--- src/rtl/snitch_tcdm_bank_rsp_adapter_pkg.sv ---
// Shared types for the TCDM bank response adapter. reqrsp_pkg carries the AMO opcode;
// snitch_tcdm_adapter_pkg carries sizing helpers.
`timescale 1ns/1ps
package reqrsp_pkg;
  typedef enum logic [3:0] {
    AMONone = 4'h0,
    AMOSwap = 4'h1,
    AMOAdd  = 4'h2,
    AMOAnd  = 4'h3,
    AMOOr   = 4'h4,
    AMOXor  = 4'h5,
    AMOMax  = 4'h6,
    AMOMaxu = 4'h7,
    AMOMin  = 4'h8,
    AMOMinu = 4'h9,
    AMOLR   = 4'hA,
    AMOSC   = 4'hB
  } amo_op_e;
endpackage

package snitch_tcdm_adapter_pkg;
  localparam int unsigned DefaultRspDepth = 2;

  // Occupancy counter must hold the value Depth itself, not just Depth-1.
  function automatic int unsigned cnt_width(input int unsigned depth);
    return $clog2(depth + 1);
  endfunction
endpackage

--- src/rtl/snitch_tcdm_bank_rsp_adapter_if.sv ---
// Request, response and shim-side signal bundle of the TCDM bank response adapter.
`timescale 1ns/1ps
interface snitch_tcdm_bank_rsp_adapter_if #(
  parameter int unsigned AddrMemWidth = 32,
  parameter int unsigned DataWidth    = 64,
  parameter int unsigned StrbWidth    = DataWidth / 8,
  parameter int unsigned CoreIDWidth  = 1,
  parameter int unsigned UserWidth    = 8
) ();
  import reqrsp_pkg::*;

  logic                    req_valid;
  logic                    req_ready;
  logic [AddrMemWidth-1:0] req_addr;
  logic                    req_write;
  amo_op_e                 req_amo;
  logic [DataWidth-1:0]    req_wdata;
  logic [StrbWidth-1:0]    req_wstrb;
  logic [CoreIDWidth-1:0]  req_core_id;
  logic                    req_is_core;
  logic                    req_dma;
  logic [UserWidth-1:0]    req_user;

  logic                    rsp_valid;
  logic                    rsp_ready;
  logic [DataWidth-1:0]    rsp_rdata;
  logic [UserWidth-1:0]    rsp_user;

  logic                    shim_valid;
  logic                    shim_ready;
  logic                    shim_dma;
  logic [AddrMemWidth-1:0] shim_addr;
  amo_op_e                 shim_amo;
  logic                    shim_write;
  logic [DataWidth-1:0]    shim_wdata;
  logic [StrbWidth-1:0]    shim_wstrb;
  logic [CoreIDWidth-1:0]  shim_core_id;
  logic                    shim_is_core;
  logic [DataWidth-1:0]    shim_rdata;

  modport master (
    output req_valid, req_addr, req_write, req_amo, req_wdata, req_wstrb,
           req_core_id, req_is_core, req_dma, req_user, rsp_ready,
    input  req_ready, rsp_valid, rsp_rdata, rsp_user
  );

  modport slave (
    input  req_valid, req_addr, req_write, req_amo, req_wdata, req_wstrb,
           req_core_id, req_is_core, req_dma, req_user, rsp_ready,
           shim_ready, shim_rdata,
    output req_ready, rsp_valid, rsp_rdata, rsp_user,
           shim_valid, shim_dma, shim_addr, shim_amo, shim_write, shim_wdata,
           shim_wstrb, shim_core_id, shim_is_core
  );

  modport shim (
    input  shim_valid, shim_dma, shim_addr, shim_amo, shim_write, shim_wdata,
           shim_wstrb, shim_core_id, shim_is_core,
    output shim_ready, shim_rdata
  );
endinterface

--- src/rtl/snitch_tcdm_rsp_fifo.sv ---
// Circular response buffer with occupancy counter.
// SNITCH_TCDM_RSP_BYPASS_EN: when empty, the incoming entry is presented combinationally.
`timescale 1ns/1ps
module snitch_tcdm_rsp_fifo
  import snitch_tcdm_adapter_pkg::*;
#(
  parameter int unsigned Depth = DefaultRspDepth,
  parameter type         entry_t = logic,
  parameter int unsigned CntW  = cnt_width(Depth)
) (
  input  logic            clk_i,
  input  logic            rst_ni,
  input  logic            push_valid,
  input  entry_t          push_data,
  output logic            pop_valid,
  input  logic            pop_ready,
  output entry_t          pop_data,
  output logic [CntW-1:0] cnt
);
  localparam int unsigned PtrW = (Depth > 1) ? $clog2(Depth) : 1;

  function automatic logic [PtrW-1:0] next_ptr(input logic [PtrW-1:0] p);
    return (p == PtrW'(Depth - 1)) ? '0 : p + PtrW'(1);
  endfunction

  entry_t          mem_q [Depth];
  logic [PtrW-1:0] wptr_q, rptr_q;
  logic [CntW-1:0] cnt_q;
  logic            empty, do_push, do_pop;

  assign empty = (cnt_q == '0);
  assign cnt   = cnt_q;
  assign do_pop = !empty & pop_ready;

`ifdef SNITCH_TCDM_RSP_BYPASS_EN
  // An entry consumed on arrival never occupies a slot.
  assign pop_valid = !empty | push_valid;
  assign pop_data  = empty ? push_data : mem_q[rptr_q];
  assign do_push   = push_valid & !(empty & pop_ready);
`else
  assign pop_valid = !empty;
  assign pop_data  = mem_q[rptr_q];
  assign do_push   = push_valid;
`endif

  always_ff @(posedge clk_i or negedge rst_ni) begin
    if (!rst_ni) begin
      wptr_q <= '0;
      rptr_q <= '0;
      cnt_q  <= '0;
    end else begin
      if (do_push) wptr_q <= next_ptr(wptr_q);
      if (do_pop)  rptr_q <= next_ptr(rptr_q);
      case ({do_push, do_pop})
        2'b10:   cnt_q <= cnt_q + CntW'(1);
        2'b01:   cnt_q <= cnt_q - CntW'(1);
        default: cnt_q <= cnt_q;
      endcase
    end
  end

  always_ff @(posedge clk_i) begin
    if (do_push) mem_q[wptr_q] <= push_data;
  end

  assert property (@(posedge clk_i) disable iff (!rst_ni)
    !(push_valid && (cnt_q == CntW'(Depth))));
endmodule

--- src/rtl/snitch_tcdm_bank_rsp_adapter.sv ---
// Drives the bank AMO/RMW shim from a valid/ready request stream and returns in-order responses.
// SNITCH_TCDM_RSP_BYPASS_EN selects the 1-cycle response path inside the FIFO.
`timescale 1ns/1ps
module snitch_tcdm_bank_rsp_adapter
  import reqrsp_pkg::*;
  import snitch_tcdm_adapter_pkg::*;
#(
  parameter int unsigned AddrMemWidth = 32,
  parameter int unsigned DataWidth    = 64,
  parameter int unsigned StrbWidth    = DataWidth / 8,
  parameter int unsigned CoreIDWidth  = 1,
  parameter int unsigned UserWidth    = 8,
  parameter int unsigned RspDepth     = DefaultRspDepth
) (
  input  logic                           clk_i,
  input  logic                           rst_ni,
  snitch_tcdm_bank_rsp_adapter_if.slave  bus,
  output logic                           busy_o
);
  localparam int unsigned CntW = cnt_width(RspDepth);

  typedef struct packed {
    logic [DataWidth-1:0] data;
    logic [UserWidth-1:0] user;
  } rsp_entry_t;

  logic                 inflight_q;
  logic [UserWidth-1:0] user_q;
  logic [CntW-1:0]      fifo_cnt_q;
  logic                 credit_ok, accept;
  rsp_entry_t           push_entry, pop_entry;

  // Credit counts registered state only, so a same-cycle pop frees nothing yet.
  assign credit_ok = (32'(fifo_cnt_q) + 32'(inflight_q)) < RspDepth;

  assign bus.shim_valid   = bus.req_valid & credit_ok;
  assign bus.req_ready    = bus.shim_ready & credit_ok;
  assign accept           = bus.req_valid & bus.req_ready;
  assign bus.shim_dma     = bus.req_dma;
  assign bus.shim_addr    = bus.req_addr;
  assign bus.shim_amo     = bus.req_amo;
  assign bus.shim_write   = bus.req_write;
  assign bus.shim_wdata   = bus.req_wdata;
  assign bus.shim_wstrb   = bus.req_wstrb;
  assign bus.shim_core_id = bus.req_core_id;
  assign bus.shim_is_core = bus.req_is_core;

  // Stage N: acceptance marks one response in flight and holds its tag.
  always_ff @(posedge clk_i or negedge rst_ni) begin
    if (!rst_ni) inflight_q <= 1'b0;
    else         inflight_q <= accept;
  end

  always_ff @(posedge clk_i) begin
    if (accept) user_q <= bus.req_user;
  end

  // Stage N+1: shim read data is valid now and joins its tag in the FIFO.
  assign push_entry = '{data: bus.shim_rdata, user: user_q};

  snitch_tcdm_rsp_fifo #(
    .Depth   (RspDepth),
    .entry_t (rsp_entry_t),
    .CntW    (CntW)
  ) u_fifo (
    .clk_i      (clk_i),
    .rst_ni     (rst_ni),
    .push_valid (inflight_q),
    .push_data  (push_entry),
    .pop_valid  (bus.rsp_valid),
    .pop_ready  (bus.rsp_ready),
    .pop_data   (pop_entry),
    .cnt        (fifo_cnt_q)
  );

  assign bus.rsp_rdata = pop_entry.data;
  assign bus.rsp_user  = pop_entry.user;
  assign busy_o        = inflight_q | (fifo_cnt_q != '0);

  assert property (@(posedge clk_i)
    ($bits(bus.req_addr) == AddrMemWidth) && ($bits(bus.req_wstrb) == StrbWidth) &&
    ($bits(bus.req_core_id) == CoreIDWidth) && ($bits(bus.rsp_rdata) == DataWidth) &&
    ($bits(bus.rsp_user) == UserWidth));

  assert property (@(posedge clk_i) disable iff (!rst_ni)
    bus.req_valid && bus.req_dma |-> bus.req_amo == AMONone);

  assert property (@(posedge clk_i) disable iff (!rst_ni)
    bus.req_valid && !bus.req_ready |=> bus.req_valid &&
      $stable({bus.req_addr, bus.req_write, bus.req_amo, bus.req_wdata, bus.req_wstrb,
               bus.req_core_id, bus.req_is_core, bus.req_dma, bus.req_user}));

  assert property (@(posedge clk_i) disable iff (!rst_ni)
    bus.rsp_valid && !bus.rsp_ready |=> bus.rsp_valid);
endmodule
--- src/flat_wrapper.sv ---
// flat-port wrapper written by rule: the top's interface ports become plain ports
module snitch_tcdm_bank_rsp_adapter_flat import reqrsp_pkg::*; import snitch_tcdm_adapter_pkg::*;
#(
  parameter int unsigned AddrMemWidth = 32,
  parameter int unsigned DataWidth    = 64,
  parameter int unsigned StrbWidth    = DataWidth / 8,
  parameter int unsigned CoreIDWidth  = 1,
  parameter int unsigned UserWidth    = 8,
  parameter int unsigned RspDepth     = DefaultRspDepth
)
  (clk_i, rst_ni, busy_o, bus_req_valid, bus_req_addr, bus_req_write, bus_req_amo, bus_req_wdata, bus_req_wstrb, bus_req_core_id, bus_req_is_core, bus_req_dma, bus_req_user, bus_rsp_ready, bus_shim_ready, bus_shim_rdata, bus_req_ready, bus_rsp_valid, bus_rsp_rdata, bus_rsp_user, bus_shim_valid, bus_shim_dma, bus_shim_addr, bus_shim_amo, bus_shim_write, bus_shim_wdata, bus_shim_wstrb, bus_shim_core_id, bus_shim_is_core);
  snitch_tcdm_bank_rsp_adapter_if #(.AddrMemWidth(AddrMemWidth), .DataWidth(DataWidth), .StrbWidth(StrbWidth), .CoreIDWidth(CoreIDWidth), .UserWidth(UserWidth)) bus_i ();
  input  logic clk_i;
  input  logic rst_ni;
  output logic busy_o;
  input wire logic [$bits(bus_i.req_valid)-1:0] bus_req_valid;
  input wire logic [$bits(bus_i.req_addr)-1:0] bus_req_addr;
  input wire logic [$bits(bus_i.req_write)-1:0] bus_req_write;
  input wire logic [$bits(bus_i.req_amo)-1:0] bus_req_amo;
  input wire logic [$bits(bus_i.req_wdata)-1:0] bus_req_wdata;
  input wire logic [$bits(bus_i.req_wstrb)-1:0] bus_req_wstrb;
  input wire logic [$bits(bus_i.req_core_id)-1:0] bus_req_core_id;
  input wire logic [$bits(bus_i.req_is_core)-1:0] bus_req_is_core;
  input wire logic [$bits(bus_i.req_dma)-1:0] bus_req_dma;
  input wire logic [$bits(bus_i.req_user)-1:0] bus_req_user;
  input wire logic [$bits(bus_i.rsp_ready)-1:0] bus_rsp_ready;
  input wire logic [$bits(bus_i.shim_ready)-1:0] bus_shim_ready;
  input wire logic [$bits(bus_i.shim_rdata)-1:0] bus_shim_rdata;
  output wire logic [$bits(bus_i.req_ready)-1:0] bus_req_ready;
  output wire logic [$bits(bus_i.rsp_valid)-1:0] bus_rsp_valid;
  output wire logic [$bits(bus_i.rsp_rdata)-1:0] bus_rsp_rdata;
  output wire logic [$bits(bus_i.rsp_user)-1:0] bus_rsp_user;
  output wire logic [$bits(bus_i.shim_valid)-1:0] bus_shim_valid;
  output wire logic [$bits(bus_i.shim_dma)-1:0] bus_shim_dma;
  output wire logic [$bits(bus_i.shim_addr)-1:0] bus_shim_addr;
  output wire logic [$bits(bus_i.shim_amo)-1:0] bus_shim_amo;
  output wire logic [$bits(bus_i.shim_write)-1:0] bus_shim_write;
  output wire logic [$bits(bus_i.shim_wdata)-1:0] bus_shim_wdata;
  output wire logic [$bits(bus_i.shim_wstrb)-1:0] bus_shim_wstrb;
  output wire logic [$bits(bus_i.shim_core_id)-1:0] bus_shim_core_id;
  output wire logic [$bits(bus_i.shim_is_core)-1:0] bus_shim_is_core;
  assign bus_i.req_valid = bus_req_valid;
  assign bus_i.req_addr = bus_req_addr;
  assign bus_i.req_write = bus_req_write;
  assign bus_i.req_amo = bus_req_amo;
  assign bus_i.req_wdata = bus_req_wdata;
  assign bus_i.req_wstrb = bus_req_wstrb;
  assign bus_i.req_core_id = bus_req_core_id;
  assign bus_i.req_is_core = bus_req_is_core;
  assign bus_i.req_dma = bus_req_dma;
  assign bus_i.req_user = bus_req_user;
  assign bus_i.rsp_ready = bus_rsp_ready;
  assign bus_i.shim_ready = bus_shim_ready;
  assign bus_i.shim_rdata = bus_shim_rdata;
  assign bus_req_ready = bus_i.req_ready;
  assign bus_rsp_valid = bus_i.rsp_valid;
  assign bus_rsp_rdata = bus_i.rsp_rdata;
  assign bus_rsp_user = bus_i.rsp_user;
  assign bus_shim_valid = bus_i.shim_valid;
  assign bus_shim_dma = bus_i.shim_dma;
  assign bus_shim_addr = bus_i.shim_addr;
  assign bus_shim_amo = bus_i.shim_amo;
  assign bus_shim_write = bus_i.shim_write;
  assign bus_shim_wdata = bus_i.shim_wdata;
  assign bus_shim_wstrb = bus_i.shim_wstrb;
  assign bus_shim_core_id = bus_i.shim_core_id;
  assign bus_shim_is_core = bus_i.shim_is_core;
  snitch_tcdm_bank_rsp_adapter #(.AddrMemWidth(AddrMemWidth), .DataWidth(DataWidth), .StrbWidth(StrbWidth), .CoreIDWidth(CoreIDWidth), .UserWidth(UserWidth), .RspDepth(RspDepth)) u_core (.clk_i(clk_i), .rst_ni(rst_ni), .bus(bus_i), .busy_o(busy_o));
endmodule
--- config.mk ---
export PLATFORM = sky130hd
export DESIGN_NAME = snitch_tcdm_bank_rsp_adapter_flat
export DESIGN_NICKNAME = d
export VERILOG_FILES = /design/src/rtl/snitch_tcdm_bank_rsp_adapter_pkg.sv /design/src/rtl/snitch_tcdm_bank_rsp_adapter_if.sv /design/src/rtl/snitch_tcdm_rsp_fifo.sv /design/src/rtl/snitch_tcdm_bank_rsp_adapter.sv /design/src/flat_wrapper.sv
export SDC_FILE = /design/constraint.sdc
export NUM_CORES = 1
export LEC_CHECK = 0
export ABC_CLOCK_PERIOD_IN_PS = 6550
export BUFFER_PORTS_ARGS = -buffer_cell sky130_fd_sc_hd__buf_2
export CAP_MARGIN = 20
export CORE_AREA = 2 2 147 149
export CTS_BUF_LIST = sky130_fd_sc_hd__clkbuf_4 sky130_fd_sc_hd__clkbuf_8 sky130_fd_sc_hd__clkbuf_16
export CTS_CLUSTER_DIAMETER = 100
export DETAILED_ROUTE_END_ITERATION = 8
export DIE_AREA = 0 0 149 151
export PLACE_DENSITY = 0.71
export SLEW_MARGIN = 20
export SYNTH_ARGS = -nofsm -noshare
export SYNTH_HDL_FRONTEND = slang
export SYNTH_SLANG_ARGS = --single-unit
--- constraint.sdc ---
create_clock -name clk_i -period 6.55 [get_ports clk_i]
set_clock_uncertainty 0.2 [all_clocks]
set_input_delay 0.9825 -clock clk_i [delete_from_list [all_inputs] [get_ports clk_i]]
set_output_delay 0.9825 -clock clk_i [all_outputs]
set_load 0.005 [all_outputs]
After elaboration in Yosys (flattened, before gate mapping)
Memory sizes are Yosys's and may differ from the RTL's.
Index checks and enable logic that the tools add are counted.
{ "op_classes": {"addsub": 5, "n_eq_ne": 2, "bitwise_logic": 5, "n_reduce_logical": 4, "mux": 5, "magnitude_cmp": 1} }
{ "op_table": {"columns": ["operator", "count"], "rows": [
  ["less-than comparator 32 x 2 -> 1 bit (second input constant)", 1],
  ["bitwise AND 1 bit", 4],
  ["2-to-1 mux 1 bit", 4],
  ["case mux 2 bit (2 select lines)", 1],
  ["nonzero test 2 bit", 2],
  ["adder 2 x 1 -> 3 bit", 1],
  ["adder 1 bit (second input constant)", 2],
  ["adder 2 x 1 -> 2 bit (second input constant)", 1],
  ["equality test 2 x 1 -> 1 bit (second input constant)", 1],
  ["equality test 2 bit (second input constant)", 1],
  ["logical NOT 2 bit", 1],
  ["subtractor 2 x 1 -> 2 bit (second input constant)", 1],
  ["logical NOT 1 bit", 1],
  ["bitwise OR 1 bit", 1]
]} }
{ "word_totals": {"output_inout_bits": 188, "elab_cells": 28, "regBits": 13, "ram_bits": 144, "inputBits": 189, "memories": 1} }
{ "mem_list": {"columns": ["memory", "words", "width", "rd", "rd_ports_with_merged_regs", "wr", "line", "text"], "rows": [
  ["u_core.u_fifo.mem_q", 2, 72, 1, 0, 1, "snitch_tcdm_rsp_fifo.sv:26", "entry_t mem_q [Depth];"]
]} }

Depth between registers and ports, before layout
{ "logic_depth": {"depth_word": 5, "ltp_mapped": 6, "depth_no_buf": 6} }

Modules after synthesis
Synthesis repeated with hierarchy kept, for this count alone.
{ "hier_totals": {"hier_cells": 366, "hier_area_um2": 6877.8} }
{ "modules_own_cells": {"columns": ["mod", "seq_area_each_um2", "instances", "area_each_um2", "cells_per_inst"], "rows": [
  ["snitch_tcdm_rsp_fifo", 4424.2, 1, 5734.2, 240],
  ["snitch_tcdm_bank_rsp_adapter", 265.3, 1, 1143.6, 126]
]} }

Worst setup path before layout
OpenSTA, ideal clock, no wires.
{ "synth_path": {"kind": "register to register", "startpoint": "register u_core.inflight_q", "endpoint": "memory u_core.u_fifo.mem_q[0][0] (netlist name) (enable)", "path_buffers": 0, "required_time_ns": 5.848, "setup_ns": 0.502, "synth_period_minus_slack_ns": 4.163, "setup_slack_ns": 2.387, "arrival_ns": 3.461, "path_stages_with_launch": 3, "path_cell_list": "dfrtp_1 > inv_1 > nor2_1"} }
{ "synth_via": {"elab_chain_cells": 2} }
{ "synth_lines": {"columns": ["element", "line", "text"], "rows": [
  ["start, declared", "snitch_tcdm_bank_rsp_adapter.sv:27", "logic inflight_q;"],
  ["start signal, assigned", "snitch_tcdm_bank_rsp_adapter.sv:51", "else inflight_q <= accept;"],
  ["2-to-1 mux 1 bit", "snitch_tcdm_rsp_fifo.sv:63", "if (do_push) mem_q[wptr_q] <= push_data;"],
  ["2-to-1 mux 1 bit (not written as such)", "snitch_tcdm_rsp_fifo.sv:63", null],
  ["end, declared", "snitch_tcdm_rsp_fifo.sv:26", null]
]} }
No other way between the ends.

Worst setup path in the final report
{ "layout_path": {"startpoint": "register u_core.u_fifo.rptr_q", "endpoint": "output port bus_rsp_rdata[29]"} }
{ "layout_via": {"elab_chain_cells": 1} }
{ "layout_lines": {"columns": ["element", "line", "text"], "rows": [
  ["start, declared", "snitch_tcdm_rsp_fifo.sv:27", "logic [PtrW-1:0] wptr_q, rptr_q;"],
  ["start signal, assigned", "snitch_tcdm_rsp_fifo.sv:53", "if (do_pop) rptr_q <= next_ptr(rptr_q);"],
  ["memory read (2 x 72 bit)", null, null],
  ["end, declared", "flat_wrapper.sv:31", "output wire logic [$bits(bus_i.rsp_rdata)-1:0] bus_rsp_rdata;"]
]} }
No other way between the ends.

==> results.md <==
* CTS root buf: clkbuf_16
* Worst slew pin tran at 1030 ps
* Comb power frac at around 23%
* Detailed Routing Iterations Pass 1 at 4
* Finish-stage setup viols at 0
* Largest net degree at the start of global routing at 73
* Max Slew Vio Count at 0
* Vias in the first global route at 3,218
* PortBufs at 152
* Achievable Freq at about 270 MHz
* Core area at ~21,000 um^2
* CP Capture Type: output pin
* MaxCap Viol Count at 0
* Final #Nets at 609
* Crit path kind: register to output pin
* Headroom to the max-slew limit at 31.2%
* FF/Latch Area at 4690 um^2
* Most frequent cells in the layout: 152 x buf_2, 152 x edfxtp_1, 69 x mux2_4, 17 x clkbuf_16
* FP Rows at between 50 and 60
* Multi-input gate area at approximately 1200 um^2
* Layout cells sized above 1 at 61.6%
* Final instance area at 7630 um^2
* CTS sink count at 157
* Critical R2R Launch: u_core.inflight_q$_DFF_PN0_
* Sequential fraction of design power at 44.3%
* Initial core utilization at 33.0%
* Die width at approximately 150 um
* RSZ-0062 raised after global routing: false
* WL/cell at 23.6 um
* Final ANT Viol Nets at 0
* Reg-to-Reg End: u_core.u_fifo.mem_q[0][4]$_DFFE_PP_
* Number of antenna diodes at 0
* Maximum vdd drop at 0.191 mV
* Yosys warns at 0
* Mapped Avg Cell Area at 18.8 um^2
* Worst Slack Setup Final at between 2000 and 3000 ps
* DRC errors left at 0
* FF-to-FF setup slack at 4120 ps
* Leak at 2.98 nW
* Total Wirelength at 16,700 um
* Layout Area Growth over Synthesis at 10.9%
* Die Y at 151 um
* Status: finished, final reports clean
* Die Footprint at 22,500 um^2
* Critical Path AT at ~2600 ps
* Sw Share at 26.1%
* Global-route usage over all layers at 14.4%
* # IOs at around 380
* Setup Buffers After CTS at 0
* Hold Fails Final Rpt at 0
* Power Dens Cells at 396 nW/um^2
* Hold slack final at 174 ps
* DP Worst Slack at 3220 ps
* CTS Hold Bufs at 0
* CP Launch Type: register
* DP HPWL at 13,000 um
* FF+latch count, synth at 157
* CTS resizes at 0
* GPL Wtd Cong at 0.797
* R2R depth at 3
* Net Sw Power at 0.789 mW
* Via density at 4.37
* TritonCTS Buffers at 17
* Distinct cells, synth at 19
* Clock share of power at 32.8%
* Total gr overflow at 0
* Clock Path Buffers at 2
* Initial antenna violation count at 1
* Placed Area at approximately 7000 um^2
* Clk_lat worst skew at 410 ps
* DR vias at roughly 3,000
* Iter 0 DRT Violations at 123
* Worst hold path type: input port to asynchronous set/reset pin
* Synth Cell Area at ~7000 um^2
* Tcrit/Tclk final at 57.2%
* Critical path fanouts, max at 40
* Syn Nets at 556
* Sequential share of the synthesized area at 68.1%
* Data required time of the worst path at around 5400 ps
* CTS H-tree lvls at 4
* First-pass GRT wire length at 22,400 um
* Cell internal pwr at 2.23 mW
* Post-Route Setup TNS at 0 ps
* Min Tclk post-route at 3740 ps
* Syn Inst Count at 366
* Reg clk slew, reported paths at roughly 70 ps
* CTS tree: yes
* Final Power at roughly 3.0 mW
* Fillers at between 1,500 and 2,000
[per-stage QoR]
stage / std cells / util (%)
3_5_place_dp: 675 / 33.7
4_1_cts: 707 / 36.6
5_1_grt: 707 / 36.6
2_1_floorplan: 366 / -
6_report: 707 / 36.6
3_3_place_gp: 675 / 33.7
[metal layers]
| metal | GRT usage [%] | up-vias | wire length (um) |
|---|---|---|---|
| met5 | 6.36 | - | 192 |
| met4 | 5.29 | 4 | 414 |
| met3 | 11.8 | 34 | 2700 |
| met2 | 22.7 | 250 | 7840 |
| met1 | 13.6 | 1470 | 5550 |
| li1 | - | 1333 | - |
[worst max path at each step]
stage	end	cells after the start	startpoint	slack, ps
detailed placement	bus_rsp_rdata[29]	3	u_core.u_fifo.rptr_q$_DFFE_PN0P_	3220
global placement	bus_rsp_rdata[29]	3	u_core.u_fifo.rptr_q$_DFFE_PN0P_	3260
CTS	bus_rsp_rdata[29]	3	u_core.u_fifo.rptr_q$_DFFE_PN0P_	2760
global route	bus_rsp_rdata[29]	3	u_core.u_fifo.rptr_q$_DFFE_PN0P_	2690
floorplan	u_core.u_fifo.mem_q[0][0]$_DFFE_PP_	2	u_core.inflight_q$_DFF_PN0_	2390
finish	bus_rsp_rdata[29]	3	u_core.u_fifo.rptr_q$_DFFE_PN0P_	2810
[power groups by stage]
stage | sequential (mW) | combinational (mW) | clock, mW
2_1_floorplan | 1.28 | 0.659 | 0
3_3_place_gp | 1.35 | 0.694 | 0
3_5_place_dp | 1.36 | 0.704 | 0
4_1_cts | 1.34 | 0.706 | 1.02
5_1_grt | 1.35 | 0.742 | 1.06
6_report | 1.34 | 0.690 | 0.991
[flip-flops by register name, summed over array words and instances (netlist names)]
register,flops
u_core.u_fifo.mem_q,144
u_core.u_fifo.rptr_q,1
u_core.u_fifo.cnt,2
u_core.u_fifo.wptr_q,1
u_core.inflight_q,1
u_core.user_q,8
[cell usage after synthesis]
library cell    n  area share [%]
edfxtp_1      152              66
buf_4         112              12
mux2_4         69              15
buf_12          7             2.0
dfrtp_1         5             1.8
mux2_2          3            0.49
xor2_1          3            0.38
and3b_2         2            0.29
nor2_1          2            0.11
xnor2_1         2            0.25
and2_1          1           0.091
and2_2          1            0.11
and2_4          1            0.13
buf_6           1            0.16
ha_1            1            0.18
inv_1           1           0.054
nand2_1         1           0.054
or2_4           1            0.13
or3_2           1            0.11
[cell families (layout without fill, tap and decap cells)]
kind of cell	Yosys count	after routing	synth area share, %
XOR/XNOR	5	5	0.636
adder cells (fa/ha/maj)	1	1	0.182
buffers and inverters	121	187	14.5
flip-flops	157	157	68.1
multiplexers	72	72	15.5
AND/OR/NAND/NOR	10	10	1.02
[final cells by class]
cell class	instances	share of cell area [%]
multi-input cells	88	15.8
repair buffers	154	10.2
well taps	275	4.51
clock buffers	17	5.58
clock inverters	15	2.36
inverters	1	0.0492
flip-flops and latches	157	61.5
[worst max-delay path, cell delays in order, from the launching register on]
cell     delay (ps)
dfrtp_4         940
buf_4           620
mux2_2          410
buf_2           130
Note: power is estimated with default switching activity, not from simulation.
